## config.mk

```make
export PLATFORM = sky130hd
export DESIGN_NAME = sync_fifo_wr_arb
export DESIGN_NICKNAME = d
export VERILOG_FILES = /design/src/rtl/sync_fifo_wr_arb.sv
export SDC_FILE = /design/constraint.sdc
export NUM_CORES = 1
export LEC_CHECK = 0
export BUFFER_PORTS_ARGS = -buffer_cell sky130_fd_sc_hd__buf_4
export CORE_UTILIZATION = 45
export CTS_CLUSTER_DIAMETER = 200
export DETAILED_ROUTE_END_ITERATION = 10
export PLACE_DENSITY = 0.86
export SKIP_LAST_GASP = 1
export SYNTH_ARGS = -nofsm -noshare
export SYNTH_HDL_FRONTEND = slang
export SYNTH_SLANG_ARGS = --single-unit
```

## constraint.sdc

```tcl
create_clock -name clock -period 8.9 [get_ports clock]
set_input_delay 0.445 -clock clock [delete_from_list [all_inputs] [get_ports clock]]
set_output_delay 0.445 -clock clock [all_outputs]
set_load 0.01 [all_outputs]
```

## src/rtl/sync_fifo_wr_arb.sv

```systemverilog
// Round-robin write arbiter sharing one sync FIFO write port between NREQ producers.
// Packets are never interleaved, and a write is only issued when the FIFO has room for it.
module sync_fifo_wr_arb #(
  parameter int WIDTH = 32,
  parameter int DLOG2 = 3,
  parameter int NREQ  = 4,
  parameter int IDXW  = 2
) (
  input  logic                    clock,
  input  logic                    aclr,
  input  logic [NREQ-1:0]         req_valid,
  input  logic [NREQ-1:0]         req_last,
  input  logic [NREQ*WIDTH-1:0]   req_data,
  output logic [NREQ-1:0]         req_ready,
  output logic [WIDTH-1:0]        fifo_data,
  output logic                    fifo_wrreq,
  input  logic [DLOG2-1:0]        fifo_usedw,
  output logic                    locked,
  output logic [IDXW-1:0]         owner
);

  localparam logic [DLOG2:0] MAXOCC = (DLOG2+1)'((1 << DLOG2) - 1);

  typedef enum logic {IDLE, LOCKED} state_t;

  state_t            state_q, state_d;
  logic [IDXW-1:0]   ptr_q, ptr_d;
  logic [IDXW-1:0]   owner_q, owner_d;
  logic              locked_q, locked_d;
  logic [WIDTH-1:0]  data_q, data_d;
  logic              wrreq_q, wrreq_d;

  logic [DLOG2:0]    occ;
  logic              space;
  logic [NREQ-1:0]   rotValid;
  logic [IDXW-1:0]   rrOffset;
  logic [IDXW:0]     rrSum;
  logic [IDXW-1:0]   rrIdx;
  logic              rrAny;
  logic [IDXW-1:0]   gntIdx;
  logic              gntOn;
  logic              selValid;
  logic              selLast;
  logic [WIDTH-1:0]  selData;
  logic              accept;

  // A write registered this cycle is not yet in usedw, so it counts as occupied.
  assign occ   = {1'b0, fifo_usedw} + {{DLOG2{1'b0}}, wrreq_q};
  assign space = (occ < MAXOCC);

  // Rotating the doubled valid vector puts the pointer's requester at bit 0.
  assign rotValid = NREQ'({req_valid, req_valid} >> ptr_q);

  always_comb begin
    rrOffset = '0;
    rrAny    = 1'b0;
    for (int j = NREQ - 1; j >= 0; j--) begin
      if (rotValid[j]) begin
        rrAny    = 1'b1;
        rrOffset = IDXW'(j);
      end
    end
    rrSum = {1'b0, ptr_q} + {1'b0, rrOffset};
    if (rrSum >= (IDXW+1)'(NREQ)) begin
      rrSum = rrSum - (IDXW+1)'(NREQ);
    end
    rrIdx = rrSum[IDXW-1:0];
  end

  assign gntIdx = (state_q == LOCKED) ? owner_q : rrIdx;
  assign gntOn  = (state_q == LOCKED) | rrAny;

  always_comb begin
    req_ready = '0;
    selValid  = 1'b0;
    selLast   = 1'b0;
    selData   = '0;
    for (int i = 0; i < NREQ; i++) begin
      if (IDXW'(i) == gntIdx) begin
        selValid     = req_valid[i];
        selLast      = req_last[i];
        selData      = req_data[i*WIDTH +: WIDTH];
        req_ready[i] = gntOn & space & ~aclr;
      end
    end
  end

  assign accept = selValid & gntOn & space & ~aclr;

  always_comb begin
    state_d  = state_q;
    ptr_d    = ptr_q;
    owner_d  = owner_q;
    locked_d = locked_q;
    data_d   = data_q;
    wrreq_d  = 1'b0;
    if (accept) begin
      data_d  = selData;
      wrreq_d = 1'b1;
      owner_d = gntIdx;
      if (selLast) begin
        state_d  = IDLE;
        locked_d = 1'b0;
        ptr_d    = (gntIdx == IDXW'(NREQ - 1)) ? '0 : gntIdx + IDXW'(1);
      end else begin
        state_d  = LOCKED;
        locked_d = 1'b1;
      end
    end
  end

  always_ff @(posedge clock or posedge aclr) begin
    if (aclr) begin
      state_q  <= IDLE;
      ptr_q    <= '0;
      owner_q  <= '0;
      locked_q <= 1'b0;
      data_q   <= '0;
      wrreq_q  <= 1'b0;
    end else begin
      state_q  <= state_d;
      ptr_q    <= ptr_d;
      owner_q  <= owner_d;
      locked_q <= locked_d;
      data_q   <= data_d;
      wrreq_q  <= wrreq_d;
    end
  end

  assign fifo_data  = data_q;
  assign fifo_wrreq = wrreq_q;
  assign locked     = locked_q;
  assign owner      = owner_q;

endmodule

```

==> metrics.cfg <==
[floorplan]
start_util = 0.475
core_area_mm2 = 0.00561
die-area_mm2 = 0.00623
dieHeight_um = 78.9
placementRows = 27
io_pins = 181
die_w_um = 78.9

[sta]
worst_slew_pin_slew_ns = 1.09
finalSetupViolCount = 0
skew_ns = 0.00515
fin_ws_ns = 4.18
slew_headroom = 0.272
fin_hold_ws_ns = 0.285
clock.fmax_mhz = 212
rsz0062_at_grt = no
tns_ns = 0
finalCritPeriodShare = 0.531
drv_slew = 0
min_period_ns = 4.72
hold_viol = 0

[clock_tree]
clk_path_buf_depth = 2
cts_root_buf = clkbuf_8
cts_max_level = 2
cts_resized = 0
postCtsSetupBuffers = 0
holdBufCountCts = 0
cts_tree = yes
cts_buffers = 5
clock_sinks = 38
clk_latency_ns = 0.28
path_clk_slew_ns = 0.08

[grt]
grt_max_degree = 71
grt_first_pass_wirelength_mm = 13.0
gr-total-overflow = 0
grt_usage = 0.267
first_global_vias = 2828
antenna_found_initial = 0

[placement]
gp_congestion = 0.803
io_buffers = 180
dp_slack_ns = 4.10
hpwl_mm = 6.09
dp.cells = 551

[synthesis]
synth_area_mm2 = 0.00266
yosys-mux-area-fraction = 0.0324
yosysWarnings = 0
async_flop_share = 1.00
ys_seq_elements = 38
synthSimpleGateAreaFrac = 0.231
synth_top_family_by_area = compound AO/OA/AOI/OAI gates
yosys.area_share.adder = 0.0329
postSynthAreaPerCell_um2 = 8.17
synth_compound_area_frac = 0.277
ys.flop_type = dfrtp_1
synth-edff-count = 0
synthXorXnorAreaFrac = 0.00986
seq_area_frac_synth = 0.357
synth.net_count = 474
postSynthCellCount = 326
netlist-cell-type-count = 40

[power_and_ir_drop]
share_seq_of_total_power = 0.186
pwr-share-clk = 0.098
switchingPower_uw = 845
cellPowerDensity_mw_per_mm2 = 430
p_sw_frac = 0.473
peakVddDrop_mv = 0.231
p_comb_frac = 0.716
p_leak_uw = 0.00193
internal_power_uw = 941

[worst_setup_path]
worstPathArrival_ns = 4.89
critPathCaptureType = flop
startpoint_type = flop
required_ns = 9.07
cp_max_fo = 70
crit_type = flop to flop

[finish]
synthToLayoutAreaGrowth_pct = 55.9
nFillCells = 449
drive_gt1_frac = 0.413
utilization = 0.741
diodes = 0
nNetsFinal = 634
instances_no_fill = 559

[route]
ant_nets = 0
drt_first_pass_iters = 4
via_count = 3054
drcViolationCount = 0
wire_per_inst_um = 15.0
routed_via_density = 5.46
drt_iter0_drc = 157
routed_wl_mm = 8.38

[flow_run]
maxCapViolCount = 0

[min_path]
min_path_type = input pin to async pin

[status]
status = completed

==> power by group through the flow <==
stage          Sequential, µW  Clock (µW)  Combinational (µW)
2_1_floorplan             356           0                 877
3_3_place_gp              331           0                1240
3_5_place_dp              333           0                1280
4_1_cts                   331         179                1280
5_1_grt                   342         187                1440
6_report                  332         175                1280
==> through the flow <==
step | power [µW] | instance area, µm²
finish | 1790 | 4150
global route | 1960 | 4150
CTS | 1790 | 4150
detailed placement | 1620 | 4020
global placement | 1570 | 4020
floorplan | 1230 | 2660
==> cell families after synthesis <==
group / after synthesis
xor gates and xnor gates: 3
AOI/OAI and AO/OA: 113
and+or+nand+nor: 120
muxes: 8
buffers and inverters: 37
DFF: 38
adders and majority gates: 7
==> worst max-delay path: stages (launching register included) <==
cell and delay [ns]:
dfrtp_1 0.53, nand2b_1 0.15, o221ai_1 0.12, o21ai_0 0.11
o221ai_1 0.15, ha_1 0.21, xor2_1 0.15, xnor2_1 0.26
mux2_1 0.21, ha_2 0.91, a21oi_1 0.08, a221o_1 0.41
a211oi_4 0.20, buf_4 0.54, and2b_1 0.25, mux2_1 0.32
==> registers in the layout (all words and copies together), names as in the netlist <==
signal,cells
fifo_data,32
fifo_wrreq,1
locked,1
owner,2
ptr_q,2
==> cell usage in the layout (no fill, tap or decap), types with 4 or more instances in the layout <==
| cell type | synthesis | layout |
|---|---|---|
| a21oi_1 | 67 | 67 |
| a221oi_1 | 31 | 31 |
| nor3_1 | 31 | 31 |
| ha_1 | 7 | 5 |
| and2_1 | 4 | 4 |
| clkbuf_8 | 0 | 5 |
| buf_4 | 4 | 185 |
| dfrtp_1 | 38 | 38 |
| nand2_1 | 6 | 6 |
| nor2_1 | 35 | 35 |
| mux2_1 | 4 | 4 |
| inv_1 | 4 | 4 |
| nor2b_1 | 33 | 32 |
==> worst paths after layout <==
check / start / endpoint / slack, ns / depth (start not counted)
setup / recovery: ptr_q[0]$_DFFE_PP0P_ / ptr_q[0]$_DFFE_PP0P_ / 4.18 / 15
hold / removal: aclr / fifo_data[30]$_DFFE_PP0P_ / 0.29 / 3
setup reg to reg: ptr_q[0]$_DFFE_PP0P_ / ptr_q[0]$_DFFE_PP0P_ / 4.18 / 15
hold reg to reg: fifo_data[30]$_DFFE_PP0P_ / fifo_data[30]$_DFFE_PP0P_ / 0.51 / 1
max in group asynchronous: aclr / fifo_data[27]$_DFFE_PP0P_ / 8.28 / 3
min in group clock: req_data[110] / fifo_data[14]$_DFFE_PP0P_ / 0.46 / 3
==> area by class of cell <==
cell class / instances / area, µm² / area share
Timing Repair Buffer: 185 / 1390 / 0.334
Sequential cell: 38 / 951 / 0.229
Tap cell: 72 / 90.1 / 0.0217
Clock inverter: 3 / 68.8 / 0.0166
Clock buffer: 5 / 68.8 / 0.0166
Inverter: 5 / 18.8 / 0.00452
Multi-Input combinational cell: 251 / 1570 / 0.377
==> synth_stat cells (all sizes together), types with 5 or more instances <==
master | instances | share of area
a21oi | 67 | 0.13
a221oi | 31 | 0.10
buf | 10 | 0.022
clkbuf | 22 | 0.031
dfrtp | 38 | 0.36
ha | 7 | 0.033
inv | 5 | 0.0070
mux2 | 5 | 0.021
nand2 | 6 | 0.0085
nor2 | 35 | 0.049
nor2b | 33 | 0.078
nor3 | 31 | 0.058
==> metal layers <==
metal	share of wire	GRT usage	wire length, µm	up-vias
met2	0.50	0.470	4180	152
met4	0.024	0.0982	201	0
met3	0.088	0.0667	741	17
met5	0	0	0	-
li1	-	-	-	1516
met1	0.39	0.313	3250	1369
(Power assumes the default switching activity.)
